<file path="src/rtl/frame_serializer.sv">
// Snapshots a 4x4 frame of words on start and streams it as 16 words over valid/ready,
// half 0 (cols 0-1 of each row) first, then half 1. Optional FRAME_SERIALIZER_PARITY_EN adds dout_parity.
module frame_serializer #(
  parameter int WORD_W = 32
) (
  input  logic              clk,
  input  logic              rst,
  input  logic              start,
  input  logic [WORD_W-1:0] frame_0_in,
  input  logic [WORD_W-1:0] frame_1_in,
  input  logic [WORD_W-1:0] frame_2_in,
  input  logic [WORD_W-1:0] frame_3_in,
  input  logic [WORD_W-1:0] frame_4_in,
  input  logic [WORD_W-1:0] frame_5_in,
  input  logic [WORD_W-1:0] frame_6_in,
  input  logic [WORD_W-1:0] frame_7_in,
  input  logic [WORD_W-1:0] frame_8_in,
  input  logic [WORD_W-1:0] frame_9_in,
  input  logic [WORD_W-1:0] frame_10_in,
  input  logic [WORD_W-1:0] frame_11_in,
  input  logic [WORD_W-1:0] frame_12_in,
  input  logic [WORD_W-1:0] frame_13_in,
  input  logic [WORD_W-1:0] frame_14_in,
  input  logic [WORD_W-1:0] frame_15_in,
  output logic [WORD_W-1:0] dout,
  output logic              dout_valid,
  input  logic              dout_ready,
  output logic              dout_half,
  output logic              dout_last,
  output logic              busy,
  output logic              done
`ifdef FRAME_SERIALIZER_PARITY_EN
  ,
  output logic              dout_parity
`endif
);

  typedef enum logic {IDLE, SEND} state_t;

  state_t            state_q, state_d;
  logic [3:0]        cnt_q, cnt_d;
  logic              done_q, done_d;
  logic [WORD_W-1:0] buf_q [16];
  logic [WORD_W-1:0] buf_d [16];
  logic [WORD_W-1:0] frame_in [16];
  logic [3:0]        rd_idx;

  assign frame_in[0]  = frame_0_in;
  assign frame_in[1]  = frame_1_in;
  assign frame_in[2]  = frame_2_in;
  assign frame_in[3]  = frame_3_in;
  assign frame_in[4]  = frame_4_in;
  assign frame_in[5]  = frame_5_in;
  assign frame_in[6]  = frame_6_in;
  assign frame_in[7]  = frame_7_in;
  assign frame_in[8]  = frame_8_in;
  assign frame_in[9]  = frame_9_in;
  assign frame_in[10] = frame_10_in;
  assign frame_in[11] = frame_11_in;
  assign frame_in[12] = frame_12_in;
  assign frame_in[13] = frame_13_in;
  assign frame_in[14] = frame_14_in;
  assign frame_in[15] = frame_15_in;

  always_comb begin
    state_d = state_q;
    cnt_d   = cnt_q;
    done_d  = 1'b0;
    buf_d   = buf_q;
    case (state_q)
      IDLE: begin
        if (start) begin
          buf_d   = frame_in;
          cnt_d   = 4'd0;
          state_d = SEND;
        end
      end
      SEND: begin
        if (dout_ready) begin
          cnt_d = cnt_q + 4'd1;
          if (cnt_q == 4'd15) begin
            state_d = IDLE;
            done_d  = 1'b1;
          end
        end
      end
      default: state_d = IDLE;
    endcase
  end

  always_ff @(posedge clk or posedge rst) begin
    if (rst) begin
      state_q <= IDLE;
      cnt_q   <= 4'd0;
      done_q  <= 1'b0;
      for (int i = 0; i < 16; i++) buf_q[i] <= '0;
    end else begin
      state_q <= state_d;
      cnt_q   <= cnt_d;
      done_q  <= done_d;
      buf_q   <= buf_d;
    end
  end

  // Row = cnt[2:1], column-within-half = cnt[0], half selects column pair 0-1 or 2-3.
  assign rd_idx     = {cnt_q[2:1], cnt_q[3], cnt_q[0]};
  assign busy       = (state_q == SEND);
  assign dout_valid = busy;
  assign dout       = dout_valid ? buf_q[rd_idx] : '0;
  assign dout_half  = cnt_q[3];
  assign dout_last  = (cnt_q == 4'd15) && dout_valid;
  assign done       = done_q;

`ifdef FRAME_SERIALIZER_PARITY_EN
  assign dout_parity = ^dout;
`endif

endmodule

</file>
<file path="config.mk">
export PLATFORM = sky130hd
export DESIGN_NAME = frame_serializer
export DESIGN_NICKNAME = d
export VERILOG_FILES = /design/src/rtl/frame_serializer.sv
export SDC_FILE = /design/constraint.sdc
export NUM_CORES = 1
export LEC_CHECK = 0
export CAP_MARGIN = 40
export CORE_UTILIZATION = 45
export CTS_BUF_LIST = sky130_fd_sc_hd__clkbuf_4 sky130_fd_sc_hd__clkbuf_8
export DETAILED_ROUTE_END_ITERATION = 16
export PLACE_DENSITY = 0.79
export SETUP_SLACK_MARGIN = 0.02
export SLEW_MARGIN = 20
export SYNTH_ARGS = -nofsm -noshare
export SYNTH_HDL_FRONTEND = slang
export SYNTH_SLANG_ARGS = --single-unit
</file>
<file path="constraint.sdc">
create_clock -name clk -period 19.25 [get_ports clk]
set_clock_uncertainty 0.05 [all_clocks]
set_input_delay 2.8875 -clock clk [delete_from_list [all_inputs] [get_ports clk]]
set_output_delay 2.8875 -clock clk [all_outputs]
set_load 0.03 [all_outputs]
</file>
# == Word-level counts from Yosys, hierarchy flattened ==
# Index checks and enable logic that the tools add are counted.
# totals
regBits,518
input_bits,516
output_inout_bits,37
wordCells,43
# classes
addsub,1
order_cmp,1
eq_ne,3
muxes,14
n_bitwise,2
n_reduce_logical,3
# ops
cell,n
binary-select mux 32 bit (select 4 bit),1
two-way mux 32 bit,3
two-way mux 4 bit,2
one-hot mux 4 bit (2 select lines),1
two-way mux 1 bit,6
>= comparator 5 bit (second input constant),1
inverter 4 -> 5 bit,1
adder 4 x 1 -> 4 bit (second input constant),1
== test 4 bit (second input constant),1
inequality test 2 bit (second input constant),2
AND reduction 2 bit,2
one-hot mux 1 bit (2 select lines),1
logical AND 1 bit,1
inverter 1 bit,1

# == Longest topological paths before layout ==
# logic_depth
ltp_word,5
ltp_mapped,7
mapped_depth_nobuf,5

# == Least setup slack after synthesis ==
# Ideal clock, no wire load.
# synth_path
path_kind,reg-to-output
from,reg cnt_q[3]
to,out dout[10]
arrival_time_ns,1.860
required_time_ns,16.312
path_slack_ns,14.453
stages_incl_launch_ff,8
n_path_buf,3
cell_sequence,dfrtp_1 > buf_4 > nor2b_1 > buf_4 > clkbuf_1 > a22oi_1 > nand2_1 > o22ai_1
# synth_via
elab_chain_len,5
# synth_lines
element,line,rtl
from (decl),41,"logic [3:0] cnt_q, cnt_d;"
from (signal assigned),99,cnt_q <= cnt_d;
inverter 4 -> 5 bit (not written as such),109,assign dout = dout_valid ? buf_q[rd_idx] : '0;
binary-select mux 32 bit (select 4 bit),109,
two-way mux 32 bit (not written as such) (2 in series),109,
two-way mux 32 bit,109,
to (decl),25,"output logic [WORD_W-1:0] dout,"
# Every way passes these cells. The select of a mux whose other input is x is not followed.

# == Worst setup path after layout ==
# layout_path
from,reg cnt_q[0]
to,out dout[17]
# Same word-level chain as after synthesis.

==> results.txt <==
----------------------------------------------------
[Outcome]
  Run status ... complete, no violations

[Drt]
  Average routed wire per standard cell ... 25.0 um
  Number of optimization iterations in the first detailed-route pass ... 5
  Antenna-violating nets left ... 0
  Number of design-rule violations left by the first detailed-router iteration ... 936
  Via-to-Cell Ratio ... 5.46
  WL final ... 74.8 mm
  DR vias ... 16300
  DRC Markers ... 0

[Die]
  Area of the die ... 53900 sq um
  Die outline width ... 232 um
  Row Count ... 83
  Die span in y ... 232 um
  Initial core utilization ... 46.0%
  Count of boundary I/O pins ... 553
  Placeable core region ... 51800 sq um

[Global route]
  Pin count of the biggest net entering global routing ... 197
  Grt ovf ... 0
  Vias in the first global route ... 17700
  Global-route total usage across every layer ... 27.7%
  Wire length of the first global-routing pass ... 110 mm
  Number of antenna violations at the first check in global routing ... 31

[Critical path]
  Required arrival time at the worst endpoint ... 16.31 ns
  Highest net fanout along the worst path ... 28
  Category of the worst setup path capture point ... output port
  Worst path top cell family by delay ... buffers and inverters
  Critical path start-end classification ... reg -> out
  Critical Path Slowest Stage Cell ... dfrtp_4
  Most frequent cell on the critical path ... buf_4
  Max stage delay on crit path ... 0.73 ns
  Count of buffer and inverter cells on the critical path ... 4
  Worst endpoint data arrival time ... 4.20 ns
  Startpoint type of the worst setup path ... flop
  Cells traversed along the worst timing path ... buf_4, buf_4, buf_12, mux2i_1, a22oi_1, nand2_1, o22ai_1, clkdlybuf4s50_1

[Layout]
  Final non-filler cell total ... 2990
  Fin util ... 61.5%
  Fraction of layout instances using a drive strength above 1 ... 31.5%
  Number of nets in the final layout ... 2739
  Synth-to-Final Area Change ... 33.8%

[Synthesis]
  Post-synthesis cell type count ... 26
  Most used DFF post-synth ... dfrtp_1
  Post-synthesis mux area share ... 35.0%
  Compound-cell area share of the yosys netlist ... 5.08%
  Share of synthesized flip-flops with an asynchronous set or reset ... 100%
  Synthesized instance count ... 1664
  Basic-gate share of the synthesized area counting and, or, nand and nor cells ... 1.47%
  Post-synthesis xor/xnor area fraction ... 0%
  Largest family of logic cells by synthesized area ... multiplexers
  Cell area after technology mapping ... 23800 sq um
  Post-synthesis adder-cell area fraction ... 0.0525%
  Seq/Total Area, Yosys ... 54.4%
  FF+latch count, synth ... 518
  Yosys synthesis warning count ... 0
  Mean instance size in the synthesized netlist ... 14.3 sq um
  Synthesized net count ... 2181
  Number of enable-type register cells in the synthesized netlist ... 0

[Place]
  Placer congestion estimate ... 0.879
  Total half-perimeter wirelength after legalization and detailed placement ... 55.3 mm
  Cell Count Post-Placement ... 2807
  Port Buffers ... 552

[Power]
  Cell-internal power ... 3.29 mW
  Sw Ratio ... 36.0%
  Reg power frac ... 38.5%
  Highest ir drop seen on vdd ... 0.0862 mV
  PwrDens ... 161 nW/um^2
  Part of the power in the clock network ... 21.1%
  Total power ... 5.13 mW
  Combinational share of power ... 40.4%
  Standby leakage power ... 13.7 nW
  Switching power ... 1.85 mW

[CTS]
  Hold buffer count at CTS ... 0
  TritonCTS clock tree ... built
  Number of buffers created by CTS ... 91
  Register clock-pin slew on the reported worst setup and hold paths ... 0.06 ns
  CTS H-Tree Depth ... 3
  Number of cells upsized or downsized after cts ... 0
  Clock latency on the worst-skew pair ... 0.68 ns
  Setup Fix Bufs, Post-CTS ... 0
  CTS Sinks ... 518
  Clock tree buffer depth ... 3
  Root Driver ... clkbuf_8

[STA]
  Final period utilization ... 37.1%
  Worst relative slew slack ... 27.9%
  Final slew viol count ... 0
  Shortest period the worst path allows ... 7.14 ns
  Total negative setup slack ... 0 ns
  Number of failing setup endpoints in the final timing report ... 0
  Slew at the pin with the worst max-slew slack ... 1.08 ns
  Hold violation count in the final report ... 0
  Hold slack ... 0.453 ns
  RSZ-0062 raised after global routing ... no
  Timing-limited maximum frequency ... 140 MHz

[Job]
  Number of maximum-capacitance violations ... 0

[Worst hold path]
  Classification of the worst-slack hold path ... reg -> reg

----------------------------------------------------
routing by layer:
| layer | track usage [%] | part of all wire (%) |
|---|---|---|
| met1 | 34.0 | 40 |
| met2 | 44.9 | 49 |
| met3 | 8.20 | 7.5 |
| met4 | 12.6 | 3.9 |
| met5 | 0 | 0.12 |
logic make-up (layout without fill, tap and decap cells):
logic type	count (synthesis)	count (layout)
AOI/OAI and AO/OA	167	167
adders and majority gates	1	1
buffers and inverters	124	749
DFF	518	518
muxes	769	769
other	0	21
and+or+nand+nor	85	85
stage by stage:
step                area, sq um  worst slack [ns]
finish                    31900             12.11
global placement          29500             12.07
floorplan                 23800              1.84
CTS                       31800             12.04
detailed placement        29800             12.76
global route              31900             11.95
worst register-to-register path: stages (launching register included):
cell and delay (ns):
dfrtp_1 0.58, nor2b_4 0.35, buf_4 0.40, buf_4 0.30, buf_4 0.50, buf_16 0.34, mux2_2 0.39
power groups by stage:
stage	clock (mW)	combinational, mW	sequential (mW)
2_1_floorplan	0	1.39	1.86
3_3_place_gp	0	2.00	1.96
3_5_place_dp	0	2.09	2.00
4_1_cts	1.11	2.09	1.98
5_1_grt	1.16	2.21	2.05
6_report	1.08	2.08	1.98
final timing paths:
kind | startpoint | to | slack (ns) | cells after the start
max | cnt_q[0] | dout[17] | 12.11 | 8
min | buf_q[61] | buf_q[61] | 0.45 | 1
max reg2reg | busy | buf_q[402] | 16.21 | 6
min reg2reg | buf_q[61] | buf_q[61] | 0.45 | 1
max in group asynchronous | rst | buf_q[306] | 14.38 | 5
min in group asynchronous | rst | buf_q[165] | 2.46 | 2
area by class of cell:
class	count	area [sq um]
multi-input cells	1022	9950
clock buffers	142	1800
well taps	680	851
repair buffers	587	6090
flip-flops and latches	518	13000
diodes	21	52.6
inverters	2	15.0
fillers	3908	19900
clock inverters	18	159
cells in the mapped netlist (3+ instances only):
library cell / n / area (sq um)
buf_4: 53 / 398
clkbuf_1: 7 / 26.3
mux2i_1: 257 / 2570
dfrtp_1: 518 / 13000
buf_2: 30 / 150
buf_6: 23 / 259
nor2b_1: 4 / 25.0
nor2_1: 4 / 15.0
mux2_2: 512 / 5770
a22oi_1: 128 / 961
o22ai_1: 32 / 200
o21ai_0: 3 / 15.0
nand2_1: 69 / 259
buf_8: 7 / 105
and2_1: 3 / 18.8
cells in the final DEF, fill, tap and decap left out, types with 2 or more instances in the layout:
master           instances
a22oi_1                128
and2_1                   2
buf_12                   7
buf_16                   9
buf_4                   15
buf_8                    4
bufinv_16                2
clkbuf_4                24
clkbuf_8               118
clkdlybuf4s50_1        552
clkinv_2                10
clkinvlp_4               3
dfrtp_1                516
dfrtp_4                  2
diode_2                 21
inv_6                    3
mux2_2                 512
mux2i_1                257
nand2_1                 68
nor2_1                   4
nor2b_2                  2
nor2b_4                  3
o21ai_0                  3
o22ai_1                 32
flip-flops by register name, indices dropped and copies added, names as in the netlist:
signal and cells:
done 1, busy 1, buf_q 512, cnt_q 4
Power figures use the tool's default switching activity.
